[src/rtl/mem_port_arbiter_pkg.sv]
// Shared constants for the unified instruction/data memory port arbiter.
// Owner encoding of the outstanding read and default counter sizing live here.
package mem_port_arbiter_pkg;
  localparam int FULLW          = 32;
  localparam int STARVE_MAX_DEF = 3;
  localparam int STARVE_W       = 4;
  localparam int CONFLICT_W     = 8;

  typedef enum logic {
    OWNER_I = 1'b0,
    OWNER_D = 1'b1
  } owner_e;
endpackage

[src/rtl/mem_port_arbiter_sat_counter.sv]
// Saturating up-counter with synchronous clear; holds at all-ones.
// Used for fetch starvation tracking and the debug conflict counter.
module mem_port_arbiter_sat_counter #(
  parameter int W = 4
) (
  input  logic         clk,
  input  logic         nreset,
  input  logic         inc,
  input  logic         clr,
  output logic [W-1:0] cnt
);
  always_ff @(posedge clk or negedge nreset) begin
    if (!nreset) begin
      cnt <= '0;
    end else if (clr) begin
      cnt <= '0;
    end else if (inc && (cnt != {W{1'b1}})) begin
      cnt <= cnt + W'(1);
    end
  end
endmodule

[src/rtl/mem_port_arbiter.sv]
// Shares one synchronous-read memory port between instruction fetch and data access.
// Data has fixed priority; fetch wins once it has been starved STARVE_MAX cycles.
module mem_port_arbiter
  import mem_port_arbiter_pkg::*;
#(
  parameter int AW         = FULLW,
  parameter int DW         = FULLW,
  parameter int STARVE_MAX = STARVE_MAX_DEF
) (
  input  logic          clk,
  input  logic          nreset,
  input  logic          i_req,
  input  logic [AW-1:0] i_addr,
  output logic          i_gnt,
  output logic          i_rvalid,
  output logic [DW-1:0] i_rdata,
  input  logic          d_req,
  input  logic          d_we,
  input  logic [AW-1:0] d_addr,
  input  logic [DW-1:0] d_wdata,
  output logic          d_gnt,
  output logic          d_rvalid,
  output logic [DW-1:0] d_rdata,
  output logic [AW-1:0] mem_ad,
  output logic [DW-1:0] mem_d,
  output logic          mem_we,
  input  logic [DW-1:0] mem_q,
  output logic [7:0]    conflict_cnt
);
  logic [STARVE_W-1:0] starve_q;
  logic [AW-1:0]       mem_ad_q;
  logic                rd_pend_q;
  owner_e              rd_owner_q;
  logic                fetch_wins;
  logic                d_read_gnt;

  assign fetch_wins = i_req & (~d_req | (starve_q >= STARVE_W'(STARVE_MAX)));

  // Grants are gated by reset so requests held during reset are never accepted.
  assign i_gnt      = nreset & fetch_wins;
  assign d_gnt      = nreset & d_req & ~fetch_wins;
  assign d_read_gnt = d_gnt & ~d_we;

  assign mem_ad = i_gnt ? i_addr : (d_gnt ? d_addr : mem_ad_q);
  assign mem_we = d_gnt & d_we;
  assign mem_d  = d_wdata;

  always_ff @(posedge clk or negedge nreset) begin
    if (!nreset) begin
      mem_ad_q   <= '0;
      rd_pend_q  <= 1'b0;
      rd_owner_q <= OWNER_I;
    end else begin
      mem_ad_q  <= mem_ad;
      rd_pend_q <= i_gnt | d_read_gnt;
      if (i_gnt) begin
        rd_owner_q <= OWNER_I;
      end else if (d_read_gnt) begin
        rd_owner_q <= OWNER_D;
      end
    end
  end

  assign i_rvalid = rd_pend_q & (rd_owner_q == OWNER_I);
  assign d_rvalid = rd_pend_q & (rd_owner_q == OWNER_D);
  assign i_rdata  = mem_q;
  assign d_rdata  = mem_q;

  mem_port_arbiter_sat_counter #(.W(STARVE_W)) u_starve (
    .clk    (clk),
    .nreset (nreset),
    .inc    (i_req & ~i_gnt),
    .clr    (~i_req | i_gnt),
    .cnt    (starve_q)
  );

  mem_port_arbiter_sat_counter #(.W(CONFLICT_W)) u_conflict (
    .clk    (clk),
    .nreset (nreset),
    .inc    (i_req & d_req),
    .clr    (1'b0),
    .cnt    (conflict_cnt)
  );
endmodule

[config.mk]
export PLATFORM = sky130hd
export DESIGN_NAME = mem_port_arbiter
export DESIGN_NICKNAME = d
export VERILOG_FILES = /design/src/rtl/mem_port_arbiter_pkg.sv /design/src/rtl/mem_port_arbiter_sat_counter.sv /design/src/rtl/mem_port_arbiter.sv
export SDC_FILE = /design/constraint.sdc
export NUM_CORES = 1
export LEC_CHECK = 0
export CAP_MARGIN = 40
export CORE_AREA = 2 2 106 108
export DETAILED_ROUTE_END_ITERATION = 7
export DIE_AREA = 0 0 108 110
export PLACE_DENSITY_LB_ADDON = 0.3
export SLEW_MARGIN = 10
export SYNTH_ARGS = -nofsm -noshare
export SYNTH_HDL_FRONTEND = slang
export SYNTH_SLANG_ARGS = --single-unit
[constraint.sdc]
create_clock -name clk -period 2.57 [get_ports clk]
set_input_delay 0.514 -clock clk [delete_from_list [all_inputs] [get_ports clk]]
set_output_delay 0.514 -clock clk [all_outputs]
set_load 0.05 [all_outputs]
==> results.cfg, run 1 <==
[status]
status = complete, no violations

[worst_setup_path]
crit_chain = clkdlybuf4s50_1, buf_4, a21oi_4, buf_12, nand2_1, o21ai_1, buf_4
cp-end-kind = output port
cp_common_cell = buf_4
critPathArrivalTime_ns = 1.96
start_kind = primary input
critPathTopFamily = buffers and inverters
critPathMaxStageDelay_ns = 0.41
slowest_stage = clkdlybuf4s50_1
worst-path-max-fanout = 22
path_class = in2out
required_ns = 2.06
worst-path-buf-inv = 4

[floorplanning]
die-area_mm2 = 0.0119
coreArea_mm2 = 0.0107
start_util_pct = 26.1
num_rows = 38
die_width_um = 108
ioPinCount = 274
die_h_um = 110

[logic_synthesis]
synth_area_leaders = dfrtp_1 41%, buf_4 26%, o22ai_1 7.4%
synthCells = 300
synth-edff-count = 0
synthArstFlopShare_pct = 100
synth_cell_types = 29
postSynthAreaPerCell_um2 = 9.32
synth_area_leader_cell = dfrtp_1
ys.flop_type = dfrtp_1
ys_ff_latch = 46
yosysWarnings = 0
syn_nets = 435
ys_seq_area_share_pct = 41.2
syn_area_mm2 = 0.00280
synth_top_cell_area_share_pct = 41.2

[cts]
clock-sinks = 46
htreeDepth = 2
ctsHoldBuffers = 0
cts_buffers = 5
cts_root_buf = clkbuf_8
clkLatencyLatePin_ns = 0.30
cts.clk_slew.worst_paths_ns = 0.10
cts_tree = done
clock_path_buffers = 2

[global_route]
grt-ovfl-total = 0
grt_pass1_wl_um = 10800
grt_max_degree = 45
antenna_found_initial = 0
grtUsageTotal_pct = 11.5
grt_pass1_vias = 2155

[cells_and_area]
n_fill_cell = 1113
layout.nets = 460
design_area_mm2 = 0.00361
diodes = 0
areaGrowthSynthToFinish_pct = 29.2
drive_above_1_share_pct = 22.4

[sta]
hold_slack_ns = 0.199
skew_ns = 0.0164
slew_headroom_pct = 65.4
slew_violations = 0
hold_viol_final = 0
finalCriticalPeriod_ns = 2.47
max_freq_mhz = 404
worst_pin_slew_ns = 0.518
setup_tns_ns = 0
setup_viol_count_final = 0
period_share_pct = 96.3

[detailed_routing]
totalWireLength_um = 7370
ant_nets = 0
wl_per_cell_um = 15.8
drc = 0
routed-via-count = 2060
drtPass1Iterations = 4
via_per_inst = 4.42
drtIter0Drc = 80

[power]
ir_drop_mv = 0.552
cellLeakagePower_nw = 1.47
powerDensity_mw_per_mm2 = 734

[run]
drv_cap = 0

[placed_design]
dp_hpwl_um = 5140
dpl-instance-area_mm2 = 0.00336
portBuffers = 113
gp_congestion = 0.694

[hold_path]
hold_path.class = in2async
[layout by cell type (no fill, tap or decap), drive strengths merged, types with 2 or more instances in the layout]
cell / instances
nand2: 39
dfrtp: 46
clkdlybuf4s50: 76
nand3: 2
and3: 4
buf: 50
o21ai: 32
clkinv: 2
xnor2: 7
nor2: 4
nand4: 3
inv: 3
ha: 2
nor3: 3
clkbuf: 6
a31oi: 2
o22ai: 33
and2: 2
[state kept, by name, indices dropped and copies added, names as in the netlist]
register / flops
mem_ad_q: 32
rd_owner_q: 1
rd_pend_q: 1
u_conflict.cnt: 8
u_starve.cnt: 4
[stage by stage]
stage,total power [mW],worst slack (ns),util [%],std cells
3_5_place_dp,2.15,0.00773,31.4,455
6_report,2.65,0.0959,33.8,466
3_3_place_gp,2.14,0.0358,31.4,455
5_1_grt,2.79,-0.000000222,33.8,466
2_1_floorplan,2.10,0.0798,-,300
4_1_cts,2.64,-0.0329,32.4,463
[Yosys cell counts, drive strengths merged (3+ instances only)]
cell type  count
xnor2          7
buf          108
nor3           3
nand2         39
nor2           4
o22ai         33
o21ai         32
dfrtp         46
and3           4
nand4          3
[worst register-to-register path: stages, from the launching register on]
cell       delay [ns]
dfrtp_2          0.45
ha_4             0.21
nor3_4           0.23
a21oi_4          0.13
clkbuf_16        0.21
nand2b_1         0.22
nor3_1           0.23
[cell families after synthesis]
family	synth area share, %
buf+inv	30.0
flops	41.2
xor+xnor	2.51
mux	0.761
fa+ha+maj	0.895
compound gates	15.1
simple gates	9.49
[layout make-up]
class | count | area (um^2) | area share (%)
tap | 140 | 175 | 4.85
timing repair buffer | 128 | 1310 | 36.2
clock buffer | 5 | 68.8 | 1.91
multi-input combinational | 142 | 881 | 24.4
inverter | 2 | 7.51 | 0.208
sequential | 46 | 1150 | 31.9
clock inverter | 3 | 18.8 | 0.520
[power breakdown]
| group | internal (mW) | switching [mW] | total [mW] |
|---|---|---|---|
| registers | 0.863 | 0.0889 | 0.952 |
| clock network | 0.192 | 0.265 | 0.458 |
| logic | 0.476 | 0.764 | 1.24 |
[final timing paths]
path | from | to | slack (ns) | cells past startpoint
setup / recovery | d_req | mem_ad[19] | 0.1 | 7
hold / removal | nreset | mem_ad_q[3] | 0.20 | 2
setup reg to reg | u_starve.cnt[0] | u_starve.cnt[3] | 0.82 | 6
hold reg to reg | u_conflict.cnt[6] | u_conflict.cnt[6] | 0.52 | 1
max in group asynchronous | nreset | mem_ad_q[8] | 2.02 | 2
min in group clk | u_conflict.cnt[6] | u_conflict.cnt[6] | 0.52 | 1
[metal layers]
layer | routed length (um) | track usage (%)
met1 | 2970 | 12.8
met2 | 3730 | 20.4
met4 | 113 | 3.85
met5 | 0 | 0
met3 | 553 | 4.29
[timing repair]
action                     CTS  global route
gates resized for setup      3            24
cloned                       0             1
setup buffers                0             2
pin swaps                    0             2
setup endpoints to repair   32            32
No activity file was read; power rests on OpenSTA's default activity.
==> run 2: changes to the inputs <==
--- a/config.mk
+++ b/config.mk
@@ -5,10 +5,11 @@
 export SDC_FILE = /design/constraint.sdc
 export NUM_CORES = 1
 export LEC_CHECK = 0
+export ABC_AREA = 1
 export CAP_MARGIN = 40
-export CORE_AREA = 2 2 106 108
+export CORE_AREA = 2 2 105 107
 export DETAILED_ROUTE_END_ITERATION = 7
-export DIE_AREA = 0 0 108 110
+export DIE_AREA = 0 0 107 109
 export PLACE_DENSITY_LB_ADDON = 0.3
 export SLEW_MARGIN = 10
 export SYNTH_ARGS = -nofsm -noshare
==> run 2 against run 1 <==
Effect of this change: synthesized area increased by 26%; clock power increased by 18%; power increased by 13%; clock skew decreased by 0.0032 ns; largest power group unchanged.
==> results.cfg, run 2 <==
[status]
status = complete, no violations

[cells_and_area]
largest_register_ffs = 32
diodes = 0
areaGrowthSynthToFinish_pct = 34.5
instances_no_fill = 644
post-route-util_pct = 44.7
largest_registers = mem_ad_q x32, u_conflict.cnt x8, u_starve.cnt x4
final_common_cell = nand2_1
most-common-layout-cells = 147 x nand2_1, 76 x clkdlybuf4s50_1, 46 x inv_1, 46 x dfrtp_1, 41 x buf_12
top_register = mem_ad_q
drive_above_1_share_pct = 23.2
layout.nets = 638

[sta]
max_freq_mhz = 408
period_share_pct = 95.3
rsz0062_at_grt = false
skew_ns = 0.0132
slew_violations = 0
worst_pin_slew_ns = 0.515
slew_headroom_pct = 65.6
setup_viol_count_final = 0
setup_tns_ns = 0
hold_viol_final = 0
finalCriticalPeriod_ns = 2.45

[worst_setup_path]
critPathArrivalTime_ns = 1.94
worst-path-max-fanout = 9
r2r_slack_ns = 0.93
cp-end-kind = output port
start_kind = primary input
path_class = in2out
required_ns = 2.06

[cts]
cts_buffers = 5
ctsHoldBuffers = 0
clock-sinks = 46
cts_root_buf = clkbuf_8
clkLatencyLatePin_ns = 0.30
cts_tree = done
clock_path_buffers = 2
htreeDepth = 2
cts.clk_slew.worst_paths_ns = 0.09

[floorplanning]
num_rows = 38
die_width_um = 107
die_h_um = 109
ioPinCount = 274
start_util_pct = 33.2
coreArea_mm2 = 0.0106
die-area_mm2 = 0.0117

[logic_synthesis]
synth_area_leaders = dfrtp_1 33%, buf_4 20%, nand2_1 18%
ys.flop_type = dfrtp_1
syn_area_mm2 = 0.00352
synth_commonest_cells = 170 x nand2_1, 96 x buf_4, 46 x dfrtp_1, 46 x inv_1, 32 x nand3b_1
synth-edff-count = 0
ys_seq_area_share_pct = 32.7
yosysMostFrequentCell = nand2_1
synth_cell_types = 25
postSynthAreaPerCell_um2 = 7.40
ys_ff_latch = 46
synthCells = 476
syn_nets = 611
synth_area_leader_cell = dfrtp_1
synth_top_cell_area_share_pct = 32.7
yosysWarnings = 0
synthArstFlopShare_pct = 100

[power]
cellLeakagePower_nw = 2.35
switching_share_pct = 38.5
combPwrFrac_pct = 51.2
clkPwrFrac_pct = 18.1
p_sw_mw = 1.15
powerDensity_mw_per_mm2 = 629
power_mw = 2.98
p_seq_share_pct = 30.7
internal-power_mw = 1.83
ir_drop_mv = 0.477

[run]
drv_cap = 0

[detailed_routing]
wl_per_cell_um = 12.0
drtPass1Iterations = 4
via_per_inst = 4.28
routed-via-count = 2755
ant_nets = 0
drc = 0
totalWireLength_um = 7750
drtIter0Drc = 54

[global_route]
grt-ovfl-total = 0
grt_pass1_vias = 2697
grt_pass1_wl_um = 12300
grtUsageTotal_pct = 13.1
antenna_found_initial = 0
grt_max_degree = 29

[placed_design]
dp_hpwl_um = 5790
dp_cells = 630
portBuffers = 113
gp_congestion = 0.776

[hold_path]
hold_path.class = in2async
[run 2: cell count changes in the layout (fill, tap and decap cells not counted), moves of 10 or more]
cell / change
inv_1: +44
or2_0: +10
o22ai_1: -29
or2_2: +18
o21ai_1: -29
buf_4: -21
nand3b_1: +32
nand2_1: +109
buf_12: +34
buf_6: -10
nand2_2: +25
[run 2: worst paths after layout]
kind / from / end / depth (start not counted)
min: nreset / mem_ad_q[11] / 2
max in group asynchronous: nreset / rd_owner_q / 2
max: i_req / mem_ad[12] / 7
min in group clk: rd_owner_q / rd_owner_q / 2
max reg2reg: u_starve.cnt[1] / rd_owner_q / 9
min reg2reg: rd_owner_q / rd_owner_q / 2
[run 2: through the flow]
stage               hold WS, ns  setup WS [ns]  instance area, um^2
CTS                       0.275         0.0309                 4580
global placement          0.491         0.0770                 4470
finish                    0.277          0.120                 4740
floorplan                 0.218          0.398                 3520
global route              0.294         0.0214                 4740
detailed placement        0.516         0.0366                 4470
[run 2: layer usage]
metal,routed length [um],GRT usage [%]
met1,3370,15.7
met2,3630,22.4
met3,651,4.18
met4,106,4.17
met5,0,0
[run 2: cell families after synthesis]
logic type               synth area share [%]
AO/OA/AOI/OAI                           0.852
XOR/XNOR                                0.994
adder cells (fa/ha/maj)                 0.710
buffers and inverters                    30.1
flip-flops                               32.7
AND/OR/NAND/NOR                          34.7
[run 2: what timing repair did]
action                                  CTS  global route
endpoints found under the setup margin    0            33
resized for setup                         0            29
setup buffers                             0             4
[run 2: cell type report]
type	count	area (um^2)
flip-flops and latches	46	1150
well taps	140	175
clock inverters	3	40.0
inverters	49	189
fillers	1032	5860
multi-input cells	269	1370
repair buffers	132	1740
clock buffers	5	68.8
[run 2: power groups by stage]
stage	sequential, mW	combinational, mW	clock, mW
after global placement	0.923	1.49	0
after floorplan	1.01	1.11	0
after CTS	0.916	1.50	0.566
after global routing	0.932	1.63	0.597
after detailed placement	0.931	1.50	0
final	0.914	1.53	0.541
[run 2: worst max-delay path: stages]
cell,delay (ns)
clkdlybuf4s50_1,0.58
nand3_4,0.21
inv_6,0.11
buf_4,0.16
nand2_1,0.06
nand2_1,0.14
buf_12,0.15
